`config.mk`:
```
export PLATFORM = sky130hd
export DESIGN_NAME = result_writeback
export DESIGN_NICKNAME = d
export VERILOG_FILES = /design/src/rtl/result_writeback_pkg.sv /design/src/rtl/result_writeback_fifo.sv /design/src/rtl/result_writeback.sv
export SDC_FILE = /design/constraint.sdc
export NUM_CORES = 1
export LEC_CHECK = 0
export ABC_AREA = 1
export CELL_PAD_IN_SITES_DETAIL_PLACEMENT = 0
export CELL_PAD_IN_SITES_GLOBAL_PLACEMENT = 2
export CORE_MARGIN = 2
export CORE_UTILIZATION = 29
export CTS_BUF_LIST = sky130_fd_sc_hd__clkbuf_8
export DETAILED_ROUTE_END_ITERATION = 7
export PLACE_DENSITY = 0.71
export SYNTH_ARGS = -nofsm -noshare
export SYNTH_HDL_FRONTEND = slang
export SYNTH_SLANG_ARGS = --single-unit
```
`constraint.sdc`:
```
create_clock -name clk -period 10.9 [get_ports clk]
set_clock_uncertainty 0.2 [all_clocks]
set_input_delay 1.635 -clock clk [delete_from_list [all_inputs] [get_ports clk]]
set_output_delay 1.635 -clock clk [all_outputs]
set_load 0.03 [all_outputs]
```
`src/rtl/result_writeback_pkg.sv`:
```
// Shared types for the result writeback path: the buffered result entry and drain phase.
package result_writeback_pkg;

  localparam int GPR_AW_DEF     = 5;
  localparam int CRF_FIELDS_DEF = 8;
  localparam int CRF_SEL_W_DEF  = $clog2(CRF_FIELDS_DEF);

  // Entry layout for the default register-file configuration.
  typedef struct packed {
    logic [31:0]              res_a;
    logic [31:0]              res_b;
    logic                     wr_a;
    logic                     wr_b;
    logic [GPR_AW_DEF-1:0]    dest_a;
    logic [GPR_AW_DEF-1:0]    dest_b;
    logic                     wr_crf;
    logic [CRF_SEL_W_DEF-1:0] crf_sel;
    logic [3:0]               crf;
  } wb_entry_t;

  typedef enum logic {PH_A, PH_B} wb_phase_t;

endpackage

```
`src/rtl/result_writeback_fifo.sv`:
```
// Generic synchronous FIFO with a combinational head; pointers wrap naturally (DEPTH is a power of two).
module wb_fifo #(
  parameter int  DEPTH = 4,
  parameter type T     = logic [7:0]
) (
  input  logic                         clk,
  input  logic                         reset,
  input  logic                         push,
  input  T                             push_data,
  input  logic                         pop,
  output T                             head,
  output logic [$clog2(DEPTH+1)-1:0]   count,
  output logic                         full,
  output logic                         empty
);

  localparam int PW = $clog2(DEPTH);
  localparam int CW = $clog2(DEPTH+1);

  T              mem [DEPTH];
  logic [PW-1:0] wr_ptr;
  logic [PW-1:0] rd_ptr;
  logic          do_push;
  logic          do_pop;

  assign full    = (count == CW'(DEPTH));
  assign empty   = (count == '0);
  assign do_push = push && !full;
  assign do_pop  = pop && !empty;
  assign head    = mem[rd_ptr];

  always_ff @(posedge clk) begin
    if (do_push) mem[wr_ptr] <= push_data;
  end

  always_ff @(posedge clk) begin
    if (reset) begin
      wr_ptr <= '0;
      rd_ptr <= '0;
      count  <= '0;
    end else begin
      if (do_push) wr_ptr <= wr_ptr + 1'b1;
      if (do_pop)  rd_ptr <= rd_ptr + 1'b1;
      case ({do_push, do_pop})
        2'b10:   count <= count + 1'b1;
        2'b01:   count <= count - 1'b1;
        default: count <= count;
      endcase
    end
  end

endmodule

```
`src/rtl/result_writeback.sv`:
```
// Buffers FU results and drains each one through the single GPR write port (A beat, then B beat),
// with the CR field write issued once per entry on a separate always-accepting port.
module result_writeback
  import result_writeback_pkg::*;
#(
  parameter int DEPTH      = 4,
  parameter int GPR_AW     = GPR_AW_DEF,
  parameter int CRF_FIELDS = CRF_FIELDS_DEF
) (
  input  logic                          clk,
  input  logic                          reset,
  input  logic                          rb_valid,
  input  logic [31:0]                   rb_res_a,
  input  logic [31:0]                   rb_res_b,
  input  logic                          rb_wr_a,
  input  logic                          rb_wr_b,
  input  logic [GPR_AW-1:0]             rb_dest_a,
  input  logic [GPR_AW-1:0]             rb_dest_b,
  input  logic                          rb_wr_crf,
  input  logic [$clog2(CRF_FIELDS)-1:0] rb_crf_sel,
  input  logic [3:0]                    rb_crf,
  output logic                          stall,
  output logic                          gpr_we,
  output logic [GPR_AW-1:0]             gpr_waddr,
  output logic [31:0]                   gpr_wdata,
  input  logic                          gpr_ready,
  output logic                          crf_we,
  output logic [$clog2(CRF_FIELDS)-1:0] crf_sel,
  output logic [3:0]                    crf_wdata,
  output logic                          overflow_err
);

  localparam int SEL_W = $clog2(CRF_FIELDS);
  localparam int CNT_W = $clog2(DEPTH+1);

  typedef struct packed {
    logic [31:0]       res_a;
    logic [31:0]       res_b;
    logic              wr_a;
    logic              wr_b;
    logic [GPR_AW-1:0] dest_a;
    logic [GPR_AW-1:0] dest_b;
    logic              wr_crf;
    logic [SEL_W-1:0]  crf_sel;
    logic [3:0]        crf;
  } entry_t;

  entry_t           in_entry;
  entry_t           head;
  logic [CNT_W-1:0] fifo_count;
  logic             fifo_full;
  logic             fifo_empty;
  logic             push;
  logic             pop;
  logic             to_b;
  wb_phase_t        phase;
  logic             crf_done;

  assign in_entry = '{res_a: rb_res_a, res_b: rb_res_b, wr_a: rb_wr_a, wr_b: rb_wr_b,
                      dest_a: rb_dest_a, dest_b: rb_dest_b, wr_crf: rb_wr_crf,
                      crf_sel: rb_crf_sel, crf: rb_crf};

  assign stall = (fifo_count == CNT_W'(DEPTH));
  assign push  = rb_valid && !fifo_full;

  wb_fifo #(.DEPTH(DEPTH), .T(entry_t)) u_fifo (
    .clk       (clk),
    .reset     (reset),
    .push      (push),
    .push_data (in_entry),
    .pop       (pop),
    .head      (head),
    .count     (fifo_count),
    .full      (fifo_full),
    .empty     (fifo_empty)
  );

  // An entry without wr_a is served directly by the B beat; an entry with no GPR writes pops at once.
  always_comb begin
    gpr_we    = 1'b0;
    gpr_waddr = '0;
    gpr_wdata = '0;
    crf_we    = 1'b0;
    crf_sel   = '0;
    crf_wdata = '0;
    pop       = 1'b0;
    to_b      = 1'b0;
    if (!fifo_empty) begin
      if (head.wr_crf && !crf_done) begin
        crf_we    = 1'b1;
        crf_sel   = head.crf_sel;
        crf_wdata = head.crf;
      end
      if (phase == PH_A && head.wr_a) begin
        gpr_we    = 1'b1;
        gpr_waddr = head.dest_a;
        gpr_wdata = head.res_a;
        if (gpr_ready) begin
          to_b = head.wr_b;
          pop  = !head.wr_b;
        end
      end else if (head.wr_b) begin
        gpr_we    = 1'b1;
        gpr_waddr = head.dest_b;
        gpr_wdata = head.res_b;
        pop       = gpr_ready;
      end else begin
        pop = 1'b1;
      end
    end
  end

  // crf_done remembers that this head's CR write already went out, so it fires once per entry.
  always_ff @(posedge clk) begin
    if (reset) begin
      phase        <= PH_A;
      crf_done     <= 1'b0;
      overflow_err <= 1'b0;
    end else begin
      if (rb_valid && stall) overflow_err <= 1'b1;
      if (pop) begin
        phase    <= PH_A;
        crf_done <= 1'b0;
      end else begin
        if (to_b)   phase    <= PH_B;
        if (crf_we) crf_done <= 1'b1;
      end
    end
  end

endmodule

```
==> impl_metrics.json <==
{
  "hold_end": "overflow_err$_SDFFE_PP0P_",
  "vias": 8532,
  "final_cell_mix": "edfxtp_1 (336), nor2_1 (147), clkdlybuf4s50_1 (135), nand2_1 (129), o21ai_0 (95)",
  "grt_pass1_wl_um": 51800,
  "critPathRequiredTime_ns": 9.07,
  "pwr-share-comb_pct": 38.0,
  "regToRegSetupSlack_ns": 6.27,
  "power.internal_mw": 2.81,
  "drtIter0Drc": 471,
  "dr_wl_met3_um": 1810,
  "syn2layout_area_growth_pct": 21.8,
  "cts_num_sinks": 348,
  "cp_max_fo": 76,
  "yosysSeqAreaShare_pct": 75.4,
  "drc": 0,
  "pin_count": 136,
  "cts_buffer_depth": 3,
  "grt_usage_pct": 13.7,
  "numPortBuffers": 135,
  "tightest_slew_ns": 1.24,
  "grt_pass1_vias": 8903,
  "r2r_end": "u_fifo.count[2]$_SDFFE_PP0P_",
  "min_period_ns": 6.28,
  "maxCapViolations": 0,
  "insertion_delay_ns": 0.63,
  "maxSlewViolCount": 0,
  "grt_max_degree": 103,
  "p_leak_nw": 5.74,
  "layout_commonest_cell": "edfxtp_1",
  "die_area_um2": 49000,
  "min_from": "overflow_err$_SDFFE_PP0P_",
  "clk_pin_slew_ns": 0.06,
  "drive_above_1_share_pct": 8.02,
  "hold_class": "reg -> reg",
  "setup-violations-final": 0,
  "final_nets": 1272,
  "seqPwrFrac_pct": 37.8,
  "ys_ff_latch": 348,
  "hpwl_um": 18200,
  "drt-pass1-iter-count": 4,
  "clkPwrFrac_pct": 24.2,
  "worst-r2r-cell-count": 14,
  "grt-ovfl-total": 0,
  "cts_resized": 0,
  "htreeDepth": 2,
  "fin_crit_sh_pct": 57.6,
  "rsz0062_at_grt": "no",
  "critPathKind": "reg -> out",
  "antenna_found_initial": 4,
  "start_util_pct": 29.4,
  "wl_um": 33800,
  "core_area_um2": 46600,
  "ant_nets": 0,
  "status": "completed",
  "critPathCaptureType": "output pin",
  "routed.top_layer": "met5",
  "wl_per_cell_um": 18.5,
  "p_sw_mw": 1.72,
  "postCtsSetupRepairBufs": 0,
  "min_path_cells": 2,
  "die_w_um": 221,
  "finalHoldViolations": 0,
  "viasPerCell": 4.66,
  "place_area_um2": 15600,
  "met1_length_um": 15000,
  "diodes": 0,
  "root_buffer": "clkbuf_8",
  "gp_congestion": 0.692,
  "critPathArrivalTime_ns": 4.45,
  "hold_buffers": 0,
  "final_area_um2": 16700,
  "cts_buffers": 58,
  "die_h_um": 221,
  "p_sw_share_pct": 38.1,
  "start_kind": "register",
  "synth_area_um2": 13700,
  "synth_cell_type_count": 26,
  "setup-tns-final_ns": 0,
  "syn_area_per_cell_um2": 13.2,
  "relSlewSlack_pct": 17.4,
  "placementRows": 79,
  "ir_drop_mv": 0.148,
  "met2_length_um": 16100,
  "fmax_ghz": 0.159,
  "ys.warnings.count": 0,
  "cts_tree": "yes",
  "synthCells": 1037,
  "synth_nets": 1131,
  "power_density_nw_per_um2": 272
}
[worst max-delay path by stage]
stage          cells after the start                    endpoint      from
3_5_place_dp                       8               gpr_wdata[22]  register
6_report                           8                gpr_waddr[2]  register
3_3_place_gp                       8               gpr_wdata[22]  register
5_1_grt                            9               gpr_wdata[13]  register
2_1_floorplan                      4  u_fifo.mem[0][0]$_DFFE_PP_  rb_valid
4_1_cts                            8                gpr_waddr[2]  register
[power groups by stage]
| stage | Combinational (mW) | Clock, mW | Sequential (mW) |
|---|---|---|---|
| floorplan | 1.19 | 0 | 1.70 |
| global placement | 1.76 | 0 | 1.74 |
| detailed placement | 1.76 | 0 | 1.74 |
| CTS | 1.76 | 1.14 | 1.72 |
| global route | 1.90 | 1.20 | 1.73 |
| finish | 1.72 | 1.10 | 1.71 |
[through the flow]
stage / hold WS [ns] / total power [mW] / worst slack (ns) / instances / utilization [%]
CTS: 0.256 / 4.62 / 4.45 / 1829 / 35.8
detailed placement: 0.244 / 3.50 / 5.17 / 1725 / 33.5
global route: 0.276 / 4.83 / 4.28 / 1829 / 35.8
global placement: 0.240 / 3.50 / 5.19 / 1725 / 33.5
floorplan: 0.241 / 2.89 / 4.74 / 1037 / -
finish: 0.254 / 4.53 / 4.62 / 1829 / 35.8
[worst max-delay path, stage by stage (launching register included)]
cell and delay (ns):
dfxtp_4 0.70, clkinv_2 0.73, nand3_1 0.29, nand2_1 0.11, nor2_4 0.12, buf_4 0.73, o21ai_1 0.28, nor2_1 0.15
clkdlybuf4s50_1 0.68
[routing by layer]
metal,vias up,global-route usage [%]
met3,66,4.25
met2,172,22.6
met1,4199,17.2
met4,6,4.39
met5,-,0
li1,4089,-
[cells in the mapped netlist, drive strengths merged]
| master | n | area, um2 |
|---|---|---|
| a21oi | 92 | 460 |
| ha | 5 | 62.6 |
| o21ai | 134 | 674 |
| o22ai | 37 | 231 |
| a31oi | 1 | 6.26 |
| a22o | 37 | 324 |
| dfxtp | 12 | 240 |
| clkbuf | 19 | 71.3 |
| nor2 | 152 | 578 |
| inv | 24 | 90.1 |
| nand3 | 7 | 40.0 |
| buf | 47 | 299 |
| nor3 | 1 | 5.00 |
| edfxtp | 336 | 10100 |
| nand2 | 130 | 490 |
| fa | 1 | 20.0 |
| nand4 | 2 | 12.5 |
[state kept, by name, indices dropped and copies added, names as in the netlist, named ones only]
signal         count
u_fifo.mem       336
u_fifo.count       3
u_fifo.rd_ptr      2
u_fifo.wr_ptr      2
crf_done           1
overflow_err       1
phase              1
[cell type report]
type	instances	area [um2]
Inverter	24	96.3
Multi-Input combinational cell	599	2940
Tap cell	607	759
Sequential cell	348	10300
Clock inverter	45	293
Timing Repair Buffer	147	1440
Clock buffer	59	812
Fill cell	4511	29900
[cell families after synthesis]
kind of cell	count (synthesis)	synth area share, %
simple gates	292	8.22
fa+ha+maj	6	0.603
flops	348	75.4
buf+inv	90	3.36
compound gates	301	12.4
(Power assumes the default switching activity.)
